<file path="src/rtl/serial_add_ctrl.sv">
// Bit-serial adder controller: {cout,sum} = a + b + cin, one full-adder step per clock, LSB first.
// Define SERIAL_ADD_CTRL_OVF_EN to add the two's-complement overflow output ovf.
module serial_add_ctrl #(
  parameter int WIDTH = 8
) (
  input  logic             clk,
  input  logic             rst,
  input  logic             start,
  input  logic [WIDTH-1:0] a,
  input  logic [WIDTH-1:0] b,
  input  logic             cin,
  output logic             busy,
  output logic             done,
  output logic [WIDTH-1:0] sum,
`ifdef SERIAL_ADD_CTRL_OVF_EN
  output logic             cout,
  output logic             ovf
`else
  output logic             cout
`endif
);

  localparam int CW = $clog2(WIDTH);
  localparam logic [CW-1:0] LAST = CW'(WIDTH - 1);

  typedef enum logic [1:0] {
    IDLE,
    RUN,
    DONE
  } state_t;

  state_t           state;
  logic [WIDTH-1:0] opa;
  logic [WIDTH-1:0] opb;
  logic [WIDTH-1:0] res;
  logic             carry;
  logic [CW-1:0]    cnt;
  logic             fa_s;
  logic             fa_c;

  assign fa_s = opa[0] ^ opb[0] ^ carry;
  assign fa_c = (opa[0] & opb[0]) | (carry & (opa[0] ^ opb[0]));

  // The counter stops at WIDTH-1 and is cleared on the last step, so it never wraps.
  always_ff @(posedge clk) begin
    if (rst) begin
      state <= IDLE;
      busy  <= 1'b0;
      done  <= 1'b0;
      sum   <= '0;
      cout  <= 1'b0;
      opa   <= '0;
      opb   <= '0;
      res   <= '0;
      carry <= 1'b0;
      cnt   <= '0;
`ifdef SERIAL_ADD_CTRL_OVF_EN
      ovf   <= 1'b0;
`endif
    end else begin
      case (state)
        IDLE: begin
          done <= 1'b0;
          if (start) begin
            opa   <= a;
            opb   <= b;
            carry <= cin;
            cnt   <= '0;
            busy  <= 1'b1;
            state <= RUN;
          end else begin
            busy  <= 1'b0;
          end
        end
        RUN: begin
          res   <= {fa_s, res[WIDTH-1:1]};
          opa   <= opa >> 1;
          opb   <= opb >> 1;
          carry <= fa_c;
          if (cnt == LAST) begin
            sum   <= {fa_s, res[WIDTH-1:1]};
            cout  <= fa_c;
`ifdef SERIAL_ADD_CTRL_OVF_EN
            ovf   <= carry ^ fa_c;
`endif
            cnt   <= '0;
            busy  <= 1'b0;
            done  <= 1'b1;
            state <= DONE;
          end else begin
            cnt   <= cnt + 1'b1;
          end
        end
        DONE: begin
          done <= 1'b0;
          if (start) begin
            opa   <= a;
            opb   <= b;
            carry <= cin;
            cnt   <= '0;
            busy  <= 1'b1;
            state <= RUN;
          end else begin
            busy  <= 1'b0;
            state <= IDLE;
          end
        end
        default: begin
          busy  <= 1'b0;
          done  <= 1'b0;
          state <= IDLE;
        end
      endcase
    end
  end

endmodule
</file>
<file path="config.mk">
export PLATFORM = sky130hd
export DESIGN_NAME = serial_add_ctrl
export DESIGN_NICKNAME = d
export VERILOG_FILES = /design/src/rtl/serial_add_ctrl.sv
export SDC_FILE = /design/constraint.sdc
export NUM_CORES = 1
export LEC_CHECK = 0
export ABC_CLOCK_PERIOD_IN_PS = 3200
export BUFFER_PORTS_ARGS = -buffer_cell sky130_fd_sc_hd__buf_4
export CAP_MARGIN = 20
export CORE_ASPECT_RATIO = 1.75
export CORE_UTILIZATION = 59
export CTS_CLUSTER_DIAMETER = 80
export DETAILED_ROUTE_END_ITERATION = 6
export GPL_TIMING_DRIVEN = 0
export PLACE_DENSITY = 0.83
export SYNTH_ARGS = -nofsm -noshare
export SYNTH_HDL_FRONTEND = slang
export SYNTH_SLANG_ARGS = --single-unit
</file>
<file path="constraint.sdc">
create_clock -name clk -period 3.2 [get_ports clk]
set_input_delay 0.48 -clock clk [delete_from_list [all_inputs] [get_ports clk]]
set_output_delay 0.48 -clock clk [all_outputs]
set_load 0.03 [all_outputs]
</file>
# Yosys cells after proc, flatten, opt, wreduce, memory -nomap -nowiden
# Cells that the tools add are included.
[totals]
in_bits = 20
out_inout_bits = 11
reg_bits = 41
ramBits = 0
memories = 0
romBits = 0
latchBits = 0
[op_classes]
n_addsub = 1
div = 0
mul = 0
n_eq_ne = 6
shifts = 0
n_mux = 16
n_reduce_logical = 7
bitwise = 6
magnitude_cmp = 0
[op_table]
columns = ["operator", "count"]
rows = [
  ["case mux 8 bit (2 select lines)", 2],
  ["2-to-1 mux 8 bit", 2],
  ["2-to-1 mux 3 bit", 2],
  ["case mux 2 bit (3 select lines)", 1],
  ["case mux 3 bit (2 select lines)", 1],
  ["AND reduction 2 bit", 3],
  ["2-to-1 mux 1 bit", 4],
  ["2-to-1 mux 2 bit", 2],
  ["!= test 2 bit, second input constant", 2],
  ["case mux 1 bit (2 select lines)", 2],
  ["OR reduction 2 bit", 2],
  ["adder 3 x 1 -> 3 bit, second input constant", 1],
  ["== test 3 bit, second input constant", 1],
  ["bitwise AND 1 bit", 2],
  ["== test 2 x 1 -> 1 bit, second input constant", 1],
  ["== test 2 bit, second input constant", 1],
  ["logical NOT 2 bit", 1],
  ["!= test 2 x 1 -> 1 bit, second input constant", 1],
  ["nonzero test 2 bit", 1],
  ["bitwise XOR 1 bit", 2],
  ["NOT 1 bit", 1],
  ["OR 1 bit", 1],
]

# Depth between registers and ports, before layout
[logic_depth]
word_depth = 4
ltp_mapped = 6

# Least setup slack after synthesis
# Ideal clock, no wire load.
[synth_timing]
path_kind = "register to register"
startpoint = "reg cnt[0]"
endpoint = "reg sum[0]"
setup_ps = 73
path_buffers = 1
arrival_time_ps = 1162
stages_incl_launch_ff = 6
t_required_ps = 3127
slack_ps = 1965
path_cell_list = "dfxtp_1 > ha_1 > ha_1 > clkbuf_1 > nand3_1 > a21oi_1"
[synth_via]
elab_chain_len = 2
[synth_rtl]
columns = ["element", "line_no", "rtl"]
rows = [
  ["from (decl)", "37", "logic [CW-1:0] cnt;"],
  ["from (signal assigned)", "91", "cnt <= cnt + 1'b1;"],
  ["== test 3 bit", "80", "if (cnt == LAST) begin"],
  ["AND reduction 2 bit (no line)", "n/a", ""],
  ["to (signal assigned)", "81", "sum <= {fa_s, res[WIDTH-1:1]};"],
  ["to (decl)", "14", "output logic [WIDTH-1:0] sum,"],
]
# No other way between the ends.
# A chain may end at the register's enable or synchronous reset.

# Worst setup path in the final report
[layout_timing]
startpoint = "reg cnt[0]"
endpoint = "reg sum[1]"
# The elaborated chain is that of the path after synthesis.

==> impl_metrics.ini <==
[outcome]
status = complete, but fails checks
violations = DRC

[logic_synthesis]
syn_area_mm2 = 0.00179
ys_seq_elements = 40
seq_area_frac_synth_pct = 44.8
synthDistinctLibCells = 28
syn-num-nets = 205
yosys_warnings = 0
avgSynthCellArea_um2 = 9.83
syn_inst = 182

[floorplan]
start_util_pct = 61.8
die_y_um = 74.9
core_area_mm2 = 0.00290
num_rows = 26
dieArea_mm2 = 0.00327
pin_count = 31
die_w_um = 43.6

[hold_path]
hp-class = reg -> reg
min_path_cells = 2
holdPathEnd = sum[2]
min-delay-start = sum[2]

[final_layout]
ff_latch_area_um2 = 801
syn2layout_area_growth_pct = 18.5
mostFrequentLayoutCell = dfxtp_1
drive_gt1_share_pct = 30.3
layout.nets = 241
most-common-layout-cells = dfxtp_1, buf_4, nand2_1
diodes = 0
fillers = 233
multi_input_area_um2 = 871

[setup_path]
cp_cell_sequence = ha_1 -> ha_1 -> clkbuf_1 -> nand3_1 -> a21oi_1
slowest_stage = clkbuf_1
rr_worst_depth = 5
critPathTopFamily = adder cells
max_stage_delay_ns = 0.39
path_class = reg -> reg
cp.arrival_ns = 1.76
start_kind = flip-flop
worst-path-buf-inv = 1
r2r-start = cnt[0]
r2r-end = sum[1]
ff2ff_setup_slack_ns = 1.65
cpMostUsedCell = ha_1
end_kind = flip-flop
critPathRequiredTime_ns = 3.41
path_max_fanout = 10

[clocking]
numCtsBuffers = 5
path_clk_slew_ns = 0.07
hold_buffers = 0
cts_setup_buffers = 0
cts_resized = 0
h-tree-depth = 2
root_buffer = clkbuf_8
cts_tree = built
clkSinkCount = 40
cts_buffer_depth = 2
clock_latency_ns = 0.29

[power]
power_per_cell_area_mw_per_mm2 = 487
peakVddDrop_v = 0.000397
power.leakage_uw = 0.000820

[sta]
hold_viol_final = 0
fmax_mhz = 647
timing.final.crit_share_pct = 48.3
timing.slew.headroom_pct = 59.0
clock_skew_ns = 0.00122
rsz0062_at_grt = false
finalCriticalPeriod_ns = 1.55
tightest_slew_ns = 0.616
setup_viol = 0
fin_ws_ns = 1.65
drv_slew = 0
tns_ns = 0

[detailed_routing]
vias = 1463
routed_wl_um = 3810
dr.pass1.iters = 6
drc = 2
drtAntennaViolNets = 0
viasPerCell = 5.95
wl_per_cell_um = 15.5
drtIter0Drc = 31

[placement]
gp_congestion = 0.829
place_ws_ns = 1.68
dpl.hpwl_um = 2880
portBuffers = 29

[job]
drv_cap = 0

[global_route]
grt.total_usage_pct = 26.1
grt_pass1_wl_um = 6300
antenna_found_initial = 0
grt.overflow.total = 0
grt_max_degree = 12
first_global_vias = 1471
[where the power goes]
part / total [uW] / internal, uW / switching (uW)
sequential: 543 / 526 / 17.4
combinational: 180 / 86.1 / 94.2
clock: 309 / 148 / 161
total: 1030 / 760 / 272
[worst min-delay path, delay by kind of cell, from the launching register on]
| family | cells | cell delay (ns) |
|---|---|---|
| simple gates | 1 | 0.05 |
| compound gates | 1 | 0.06 |
| flops | 1 | 0.31 |
[logic make-up (layout without fill, tap and decap cells)]
| family | count (synthesis) | count (layout) | synth area share (%) |
|---|---|---|---|
| multiplexers | 17 | 17 | 9.51 |
| buffers and inverters | 16 | 52 | 6.57 |
| adder cells (fa/ha/maj) | 3 | 3 | 2.52 |
| AND/OR/NAND/NOR | 69 | 69 | 20.0 |
| AO/OA/AOI/OAI | 37 | 37 | 16.6 |
| flip-flops | 40 | 40 | 44.8 |
[per-stage QoR]
step | cells | hold WS (ns) | power [uW] | utilization [%] | area (um^2)
3_3_place_gp | 239 | 0.445 | 726 | 70.5 | 2040
5_1_grt | 246 | 0.482 | 1070 | 73.2 | 2120
4_1_cts | 246 | 0.466 | 1040 | 73.2 | 2120
6_report | 246 | 0.465 | 1030 | 73.2 | 2120
3_5_place_dp | 239 | 0.453 | 735 | 70.5 | 2040
2_1_floorplan | 182 | 0.437 | 685 | - | 1790
[synth_stat cells, drive strengths merged]
| cell type | n | area share, % |
|---|---|---|
| nor3b | 1 | 0.42 |
| a21oi | 18 | 5.0 |
| nor4b | 1 | 0.49 |
| mux2i | 17 | 9.5 |
| buf | 12 | 5.7 |
| a31oi | 1 | 0.35 |
| a211oi | 15 | 9.9 |
| fa | 1 | 1.1 |
| nor2b | 2 | 1.1 |
| nor2 | 9 | 1.9 |
| nor3 | 16 | 5.3 |
| a32oi | 1 | 0.49 |
| nand2b | 2 | 1.1 |
| clkbuf | 4 | 0.84 |
| nand3 | 12 | 3.4 |
| nand2 | 25 | 5.7 |
| o21a | 2 | 0.84 |
| nand3b | 1 | 0.63 |
| ha | 2 | 1.4 |
| dfxtp | 40 | 45 |
[sequential cells by signal, indices dropped and copies added, names as in the netlist, 2 cells and up]
| register | cells |
|---|---|
| state | 2 |
| res | 7 |
| opa | 8 |
| cnt | 3 |
| opb | 8 |
| sum | 8 |
[worst max path at each step]
| stage | startpoint | end | depth (start not counted) |
|---|---|---|---|
| 5_1_grt | cnt[0] | sum[1] | 5 |
| 6_report | cnt[0] | sum[1] | 5 |
| 3_5_place_dp | cnt[0] | sum[1] | 5 |
| 2_1_floorplan | cnt[0] | sum[0] | 5 |
| 3_3_place_gp | start | opa[2] | 6 |
| 4_1_cts | cnt[0] | sum[5] | 5 |
[per-layer routing]
metal  track usage (%)  vias up  part of all wire (%)
met3              5.28        6                   3.8
met2              49.8       38                    58
met1              25.8      706                    37
met4              12.8        0                   1.4
met5                 0        -                     0
li1                  -      713                     -
[final cells by class]
| type | instances | area share (%) |
|---|---|---|
| multi-input combinational | 126 | 41.1 |
| sequential | 40 | 37.8 |
| clock buffer | 6 | 3.42 |
| timing repair buffer | 29 | 10.3 |
| buffer | 16 | 5.55 |
| clock inverter | 1 | 0.236 |
| tap | 28 | 1.65 |
(Power assumes the default switching activity.)
